`src/rtl/updown_mod_counter.sv`:
```
// Parametrised synchronous up/down modulo counter with parallel load, wrap or saturate
// boundary handling, a one-cycle carry pulse and a sticky overflow flag.
module updown_mod_counter #(
  parameter int unsigned WIDTH    = 4,
  parameter int unsigned MAX      = 15,
  parameter bit          SATURATE = 1'b0
) (
  input  logic             clk,
  input  logic             rst,
  input  logic             clr,
  input  logic             load,
  input  logic [WIDTH-1:0] load_val,
  input  logic             en,
  input  logic             up,
  output logic [WIDTH-1:0] q,
  output logic             carry,
  output logic             ovf,
  output logic             at_max,
  output logic             at_min
);

  localparam logic [WIDTH-1:0] MaxVal = WIDTH'(MAX);
  localparam logic [WIDTH-1:0] One    = WIDTH'(1);

  logic [WIDTH-1:0] cnt_q, cnt_d;
  logic             carry_q, carry_d;
  logic             ovf_q, ovf_d;

  always_comb begin
    cnt_d   = cnt_q;
    carry_d = 1'b0;
    ovf_d   = ovf_q;
    if (clr) begin
      cnt_d = '0;
      ovf_d = 1'b0;
    end else if (load) begin
      cnt_d = (load_val > MaxVal) ? MaxVal : load_val;
    end else if (en) begin
      if (up) begin
        if (cnt_q == MaxVal) begin
          // Boundary event: wrap to 0 or stay pinned at MAX.
          cnt_d   = SATURATE ? MaxVal : '0;
          carry_d = 1'b1;
          ovf_d   = 1'b1;
        end else begin
          cnt_d = cnt_q + One;
        end
      end else begin
        if (cnt_q == '0) begin
          cnt_d   = SATURATE ? '0 : MaxVal;
          carry_d = 1'b1;
          ovf_d   = 1'b1;
        end else begin
          cnt_d = cnt_q - One;
        end
      end
    end
  end

  always_ff @(posedge clk or posedge rst) begin
    if (rst) begin
      cnt_q   <= '0;
      carry_q <= 1'b0;
      ovf_q   <= 1'b0;
    end else begin
      cnt_q   <= cnt_d;
      carry_q <= carry_d;
      ovf_q   <= ovf_d;
    end
  end

  assign q      = cnt_q;
  assign carry  = carry_q;
  assign ovf    = ovf_q;
  assign at_max = (cnt_q == MaxVal);
  assign at_min = (cnt_q == '0);

  // The count must never leave the 0..MAX range.
  q_in_range_a : assert property (@(posedge clk) disable iff (rst) cnt_q <= MaxVal);

endmodule

```
`config.mk`:
```
export PLATFORM = sky130hd
export DESIGN_NAME = updown_mod_counter
export DESIGN_NICKNAME = d
export VERILOG_FILES = /design/src/rtl/updown_mod_counter.sv
export SDC_FILE = /design/constraint.sdc
export NUM_CORES = 1
export LEC_CHECK = 0
export CORE_AREA = 10 10 47 49
export CTS_BUF_LIST = sky130_fd_sc_hd__clkbuf_4 sky130_fd_sc_hd__clkbuf_8
export DETAILED_ROUTE_END_ITERATION = 12
export DIE_AREA = 0 0 57 59
export SYNTH_ARGS = -nofsm -noshare
export SYNTH_HDL_FRONTEND = slang
export SYNTH_SLANG_ARGS = --single-unit
```
`constraint.sdc`:
```
create_clock -name clk -period 3.1 [get_ports clk]
set_clock_uncertainty 0.1 [all_clocks]
set_input_delay 0.93 -clock clk [delete_from_list [all_inputs] [get_ports clk]]
set_output_delay 0.93 -clock clk [all_outputs]
set_load 0.05 [all_outputs]
```
==> impl_results.md, run 1 <==
- Post-synth top area share: 0.3438
- Die width: ~57 um
- Largest family of logic cells by synthesized area: compound AO/OA/AOI/OAI gates
- Synth Area in Adders: 0.05731
- Post-Syn Nets: 61
- Critical path arrival: ~1.6 ns
- Metal2 WL: approximately 550 um
- First-pass GRT wire length: ~1900 um
- ANT cells: 0
- CP max FO: 10
- Post-synthesis xor/xnor area fraction: 0.06017
- Worst Path Buf+Inv: 1
- Mapped Cells: roughly 50
- CP Launch Type: flip-flop
- Placer Congestion: between 0.7 and 0.8
- Core Area: 1401 um^2
- Die area: 3363 um^2
- Clk_lat worst skew: 0.24 ns
- IO Pins: 18
- CP Capture Type: primary output
- Final WL: around 1100 um
- Hold Crit Start: ovf
- Setup Buffers After CTS: 0
- Detailed Place HPWL: 873.6 um
- # rows: 14
- Die Height: around 59 um
- Total number of H-tree levels: 1
- Delay-heaviest family, CP: buffers and inverters
- Area leader, netlist: dfrtp_1
- CTS tree: done
- Yosys cell types: 27
- Max stage delay cell, worst path: clkdlybuf4s50_1
- Final Critical Period: roughly 2.7 ns
- CTS-repair resized insts: 0
- Hold Path Class: reg -> reg
- Clock Tree Root: clkbuf_4
- Post-synthesis compound-gate area fraction: 0.2120
- Num CTS Buffers: 3
- Syn_area_per_cell: a little under 9 um^2
- Initial detailed-routing violation count: 6
- Final Setup Violations: 0
- Pwr/cell area: around 410 nW/um^2
- RSZ-0062 raised after global routing: false
- Warnings, synthesis: 0
- Top routing layer used: met4
- Max-cap violations: 0
- Max IR drop VDD: between 150 and 200 uV
- Post-Route M1 WL: about 490 um
- Synth-to-Final Area Change: 44.13%
- Routed WL per cell: 13.23 um
- Mux share of post-synthesis cell area: 0.04871
- PortBufs: 17
- Crit path required time: 2.07 ns
- WL met3: approximately 52 um
- CTS Buffer Depth: 2
- Pre-antenna DRT Iters: 4
- Remaining DRCs: 0
- Crit path kind: reg -> out
- Via count: about 430
- Vias per inst: roughly 5.2
- Hold Crit Depth: 2
- Top post-synthesis cells by area: dfrtp_1 (34%), xnor2_1 (6.0%), a21oi_1 (5.7%)
- Post-synthesis simple-gate area fraction: 0.2092
- Share of post-route cells with drive strength above 1: 0.1194
- Status: complete, no violations
- R2R setup slack: between 1 and 1.5 ns
- Cell Area, Synth: around 440 um^2
- Hold buffers post-CTS: 0
- FF-to-FF End: q[3]
- Largest net degree at the start of global routing: 11
- Final period utilization: 0.8581
- Fill count: between 150 and 200
- Slew margin rel.: 0.6649
- Global Route Usage Sum: 0.06707
- Cell Chain, Critical Path: clkdlybuf4s50_1
- Hold Path Sink: ovf
- Total Nets Final: 81
- Worst-path clk slew: roughly 0.04 ns
- Sink Count: 6
- CP max stage delay: around 0.87 ns
- Worst slew pin tran: approximately 0.5 ns
- Antenna Nets Post-Route: 0
- Worst r2r path cells: 6
- Fin Setup TNS: 0 ns
- Initial Util: 0.3116
- Final hold viol count: 0
- Static leakage: between 0.2 and 0.3 nW
- Sequential share of the synthesized area: 0.3438
- Hold Slack: between 0.4 and 0.5 ns
- Fmax: ~380 MHz
- Seq cells post-synth: 6
- RR Startpoint: q[0]
- Initial antenna violation count: 0
- Remaining Overflow, GRT: 0
- Max-slew violations: 0
- Vias in the first global route: around 440
==> synthesized netlist by cell type (all sizes together) <==
master and count:
buf 1, inv 4, or4b 1, ha 2, o21bai 1, a31oi 2, dfrtp 6, o21a 1
a221o 1, nor4b 1, nor2b 1, nor2 4, clkbuf 1, nand2b 1, o21ba 1, nor3b 1
nor3 1, and3 1, o21ai 1, and2b 1, a21o 2, xnor2 3, nand2 3, mux2 1
a21oi 5, mux2i 1, nand4 1
==> per-stage QoR <==
| step | util | setup WS, ns | total power [mW] | cell area, um^2 | instances |
|---|---|---|---|---|---|
| global placement | 0.4330 | 0.6754 | 0.1860 | 606.8 | 80 |
| global route | 0.4491 | 0.3810 | 0.2713 | 629.4 | 83 |
| CTS | 0.4491 | 0.4335 | 0.2591 | 629.4 | 83 |
| floorplan | - | 0.001505 | 0.1533 | 436.7 | 49 |
| detailed placement | 0.4330 | 0.6711 | 0.1856 | 606.8 | 80 |
| finish | 0.4491 | 0.4400 | 0.2560 | 629.4 | 83 |
==> worst max-delay path by stage <==
| stage | cells after the start | startpoint | end |
|---|---|---|---|
| floorplan | 3 | q[0] | at_min |
| global placement | 4 | up | carry |
| detailed placement | 5 | up | ovf |
| CTS | 1 | q[2] | q[2] |
| global route | 1 | q[2] | q[2] |
| finish | 1 | q[2] | q[2] |
==> cell usage in the layout (no fill, tap or decap) <==
master / synthesis / routed
and2b_1: 1 / 1
o21bai_1: 1 / 1
o21ba_2: 1 / 1
xnor2_1: 3 / 3
nand2_1: 3 / 3
o21a_1: 1 / 1
a21o_1: 2 / 2
clkbuf_4: 0 / 3
ha_1: 2 / 2
o21ai_0: 1 / 1
or4b_1: 1 / 1
nand2b_1: 1 / 1
a221o_1: 1 / 1
dfrtp_1: 6 / 6
nor3b_1: 1 / 1
nor2b_1: 1 / 1
nor3_1: 1 / 1
mux2_2: 1 / 1
mux2i_1: 1 / 1
nor4b_1: 1 / 1
nand4_1: 1 / 1
and3_2: 1 / 1
a21oi_1: 5 / 5
inv_1: 4 / 4
a31oi_1: 2 / 2
clkdlybuf4s50_1: 0 / 15
nor2_1: 4 / 4
buf_4: 0 / 2
==> report_power, final <==
group / internal, mW / leakage [nW] / switching, mW
Sequential: 0.0834 / 0.0800 / 0.0106
Clock: 0.0438 / 0.0138 / 0.0285
Combinational: 0.0412 / 0.194 / 0.0485
==> logic make-up (layout without fill, tap and decap cells) <==
group / Yosys count / count (layout)
simple gates: 16 / 16
compound gates: 14 / 14
flops: 6 / 6
buf+inv: 6 / 24
xor+xnor: 3 / 3
fa+ha+maj: 2 / 2
mux: 2 / 2
==> state kept, by name (all words and copies together), names as in the netlist <==
signal,cells
q,4
carry,1
ovf,1
==> cell type report <==
class	count	area [um^2]	share of cell area
inverter	4	15.01	0.02386
clock buffer	3	22.52	0.03579
sequential	6	150.1	0.2386
tap	16	20.02	0.03181
multi-input combinational	37	256.5	0.4076
timing repair buffer	17	165.2	0.2624
==> layer usage <==
layer  up-vias  global-route usage
met2        13              0.1178
met4         0             0.02013
met5         -                   0
met1       208             0.07509
met3         2             0.02146
li1        209                   -
Note: power is estimated with default switching activity, not from simulation.
==> run 2: changes to the inputs <==
==> constraint.sdc (replaced) <==
create_clock -name clk -period 3.1 [get_ports clk]
set_clock_uncertainty 0.1 [all_clocks]
set_input_delay 0.62 -clock clk [delete_from_list [all_inputs] [get_ports clk]]
set_output_delay 0.62 -clock clk [all_outputs]
set_load 0.05 [all_outputs]
==> run 2 against run 1 <==
Compared with the run above:
- first-iteration DRC count unchanged
- setup slack worse by 0.061 ns
- via count down 4.4%
- critical path type unchanged
==> impl_results.md, run 2 (synthesis gave the netlist of run 1 again) <==
- Status: complete, no violations
- Slew margin rel.: 0.6617 (-0.003250)
- Die area: 3363 um^2 (unchanged)
- Hold Crit Start: ovf
- Antenna Nets Post-Route: 0 (unchanged)
- CP Capture Type: primary output
- Static leakage: 0.2844 nW (-1.1%)
- Num CTS Buffers: 3 (unchanged)
- RSZ-0062 raised after global routing: false
- FF-to-FF End: q[3]
- ANT cells: 0 (unchanged)
- PortBufs: 17 (unchanged)
- Most frequent cells in the layout: clkdlybuf4s50_1 (17), dfrtp_1 (6), a21oi_1 (5)
- Crit path kind: reg -> out
- Routed WL per cell: 12.88 um (-2.6%)
- First-pass GRT wire length: 1883 um (-0.74%)
- Setup Buffers After CTS: 0 (unchanged)
- CTS tree: done
- Final Cell Area: 634.4 um^2 (+0.80%)
- Final Critical Period: 2.721 ns (+0.06123 ns)
- CP Launch Type: flip-flop
- Hold Path Sink: ovf
- Die width: 57 um (unchanged)
- Pre-antenna DRT Iters: 4 (unchanged)
- Total Nets Final: 81 (unchanged)
- Synth-to-Final Area Change: 45.27%
- Fin Setup TNS: 0 ns (unchanged)
- Placed cell area: 611.8 um^2 (+0.82%)
- Final Setup Violations: 0 (unchanged)
- Via count: 413 (-4.4%)
- Remaining Overflow, GRT: 0 (unchanged)
- Hold Slack: 0.4016 ns (-0.00003300 ns)
- Global Route Usage Sum: 0.06883 (+0.001761)
- Hold buffers post-CTS: 0 (unchanged)
- Max reg flops: 4 (unchanged)
- Max-cap violations: 0 (unchanged)
- CTS-repair resized insts: 0 (unchanged)
- Worst-path clk slew: 0.05 ns (about the same)
- Core Area: 1401 um^2 (unchanged)
- Max-slew violations: 0 (unchanged)
- Vias in the first global route: 428 (-3.4%)
- Placer Congestion: 0.7733 (-2.4%)
- Initial detailed-routing violation count: 6 (unchanged)
- Largest net degree at the start of global routing: 11 (unchanged)
- Clock Tree Root: clkbuf_4
- CTS Buffer Depth: 2 (unchanged)
- Hold Path Class: reg -> reg
- Crit path required time: 2.38 ns (+0.31 ns)
- Initial antenna violation count: 0 (unchanged)
- Final WL: 1069 um (-2.6%)
- Commonest non-fill, non-tap cell in the layout: clkdlybuf4s50_1
- Worst r2r path cells: 6 (unchanged)
- Remaining DRCs: 0 (unchanged)
- Initial Util: 0.3116 (unchanged)
- Hold Crit Depth: 2 (unchanged)
- Pwr/cell area: 404.4 nW/um^2 (-0.56%)
- Final period utilization: 0.8778 (+0.01975)
- # rows: 14 (unchanged)
- Clk_lat worst skew: 0.25 ns (about the same)
- Vias per inst: 4.976 (-4.4%)
- Critical path arrival: 2.00 ns (+0.37 ns)
- CP max FO: 8 (-2)
- Total number of H-tree levels: 1 (unchanged)
- Final hold viol count: 0 (unchanged)
- Share of post-route cells with drive strength above 1: 0.08955 (-0.02985)
- Sink Count: 6 (unchanged)
- Die Height: 59 um (unchanged)
- Max IR drop VDD: 199.7 uV (+12%)
- RR Startpoint: q[0]
- Worst slew pin tran: 0.5059 ns (+0.004860 ns)
- Fmax: 367.5 MHz (-2.3%)
- R2R setup slack: 1.34 ns (+0.06 ns)
- IO Pins: 18 (unchanged)
==> run 2: cell count changes in the layout (fill, tap and decap cells not counted) <==
cell	previous run	this run
buf_4	2	0
clkdlybuf4s50_1	15	17
==> run 2: how the worst max path moves through the flow <==
| stage | startpoint | endpoint | slack (ns) | depth (start not counted) |
|---|---|---|---|---|
| finish | q[0] | at_min | 0.38 | 4 |
| global route | q[0] | at_min | 0.25 | 4 |
| CTS | q[0] | at_min | 0.36 | 4 |
| detailed placement | q[0] | at_min | 0.64 | 4 |
| global placement | q[0] | at_min | 0.68 | 4 |
| floorplan | q[0] | at_min | 0.31 | 3 |
==> run 2: area by class of cell <==
type                            count  area (um^2)
Multi-Input combinational cell     37        256.5
Fill cell                         148        767.0
Tap cell                           16        20.02
Inverter                            4        15.01
Clock buffer                        3        22.52
Timing Repair Buffer               17        170.2
Sequential cell                     6        150.1
==> run 2: report_power, final <==
part / switching, mW / internal [mW]
clock network: 0.0292 / 0.0439
registers: 0.00981 / 0.0834
logic: 0.0484 / 0.0419
==> run 2: routing by layer <==
metal / up-vias / wire (um) / global-route usage / part of all wire
met5: - / 0 / 0 / 0
met4: 0 / 12 / 0.04027 / 0.011
met3: 3 / 79 / 0.03433 / 0.074
met2: 12 / 522 / 0.1054 / 0.49
met1: 185 / 455 / 0.07518 / 0.43
li1: 213 / - / - / -
==> run 2: critical path: stages (launching register included) <==
cell and delay, ns:
dfrtp_1 0.46, inv_1 0.09, ha_1 0.18, nor3b_1 0.18, clkdlybuf4s50_1 0.83
==> run 2: stage by stage <==
stage | worst slack [ns] | instances | utilization | power [mW]
finish | 0.3788 | 83 | 0.4527 | 0.2566
global route | 0.2510 | 83 | 0.4527 | 0.2719
CTS | 0.3613 | 83 | 0.4527 | 0.2584
detailed placement | 0.6368 | 80 | 0.4366 | 0.1858
global placement | 0.6806 | 80 | 0.4366 | 0.1861
floorplan | 0.3115 | 49 | - | 0.1533
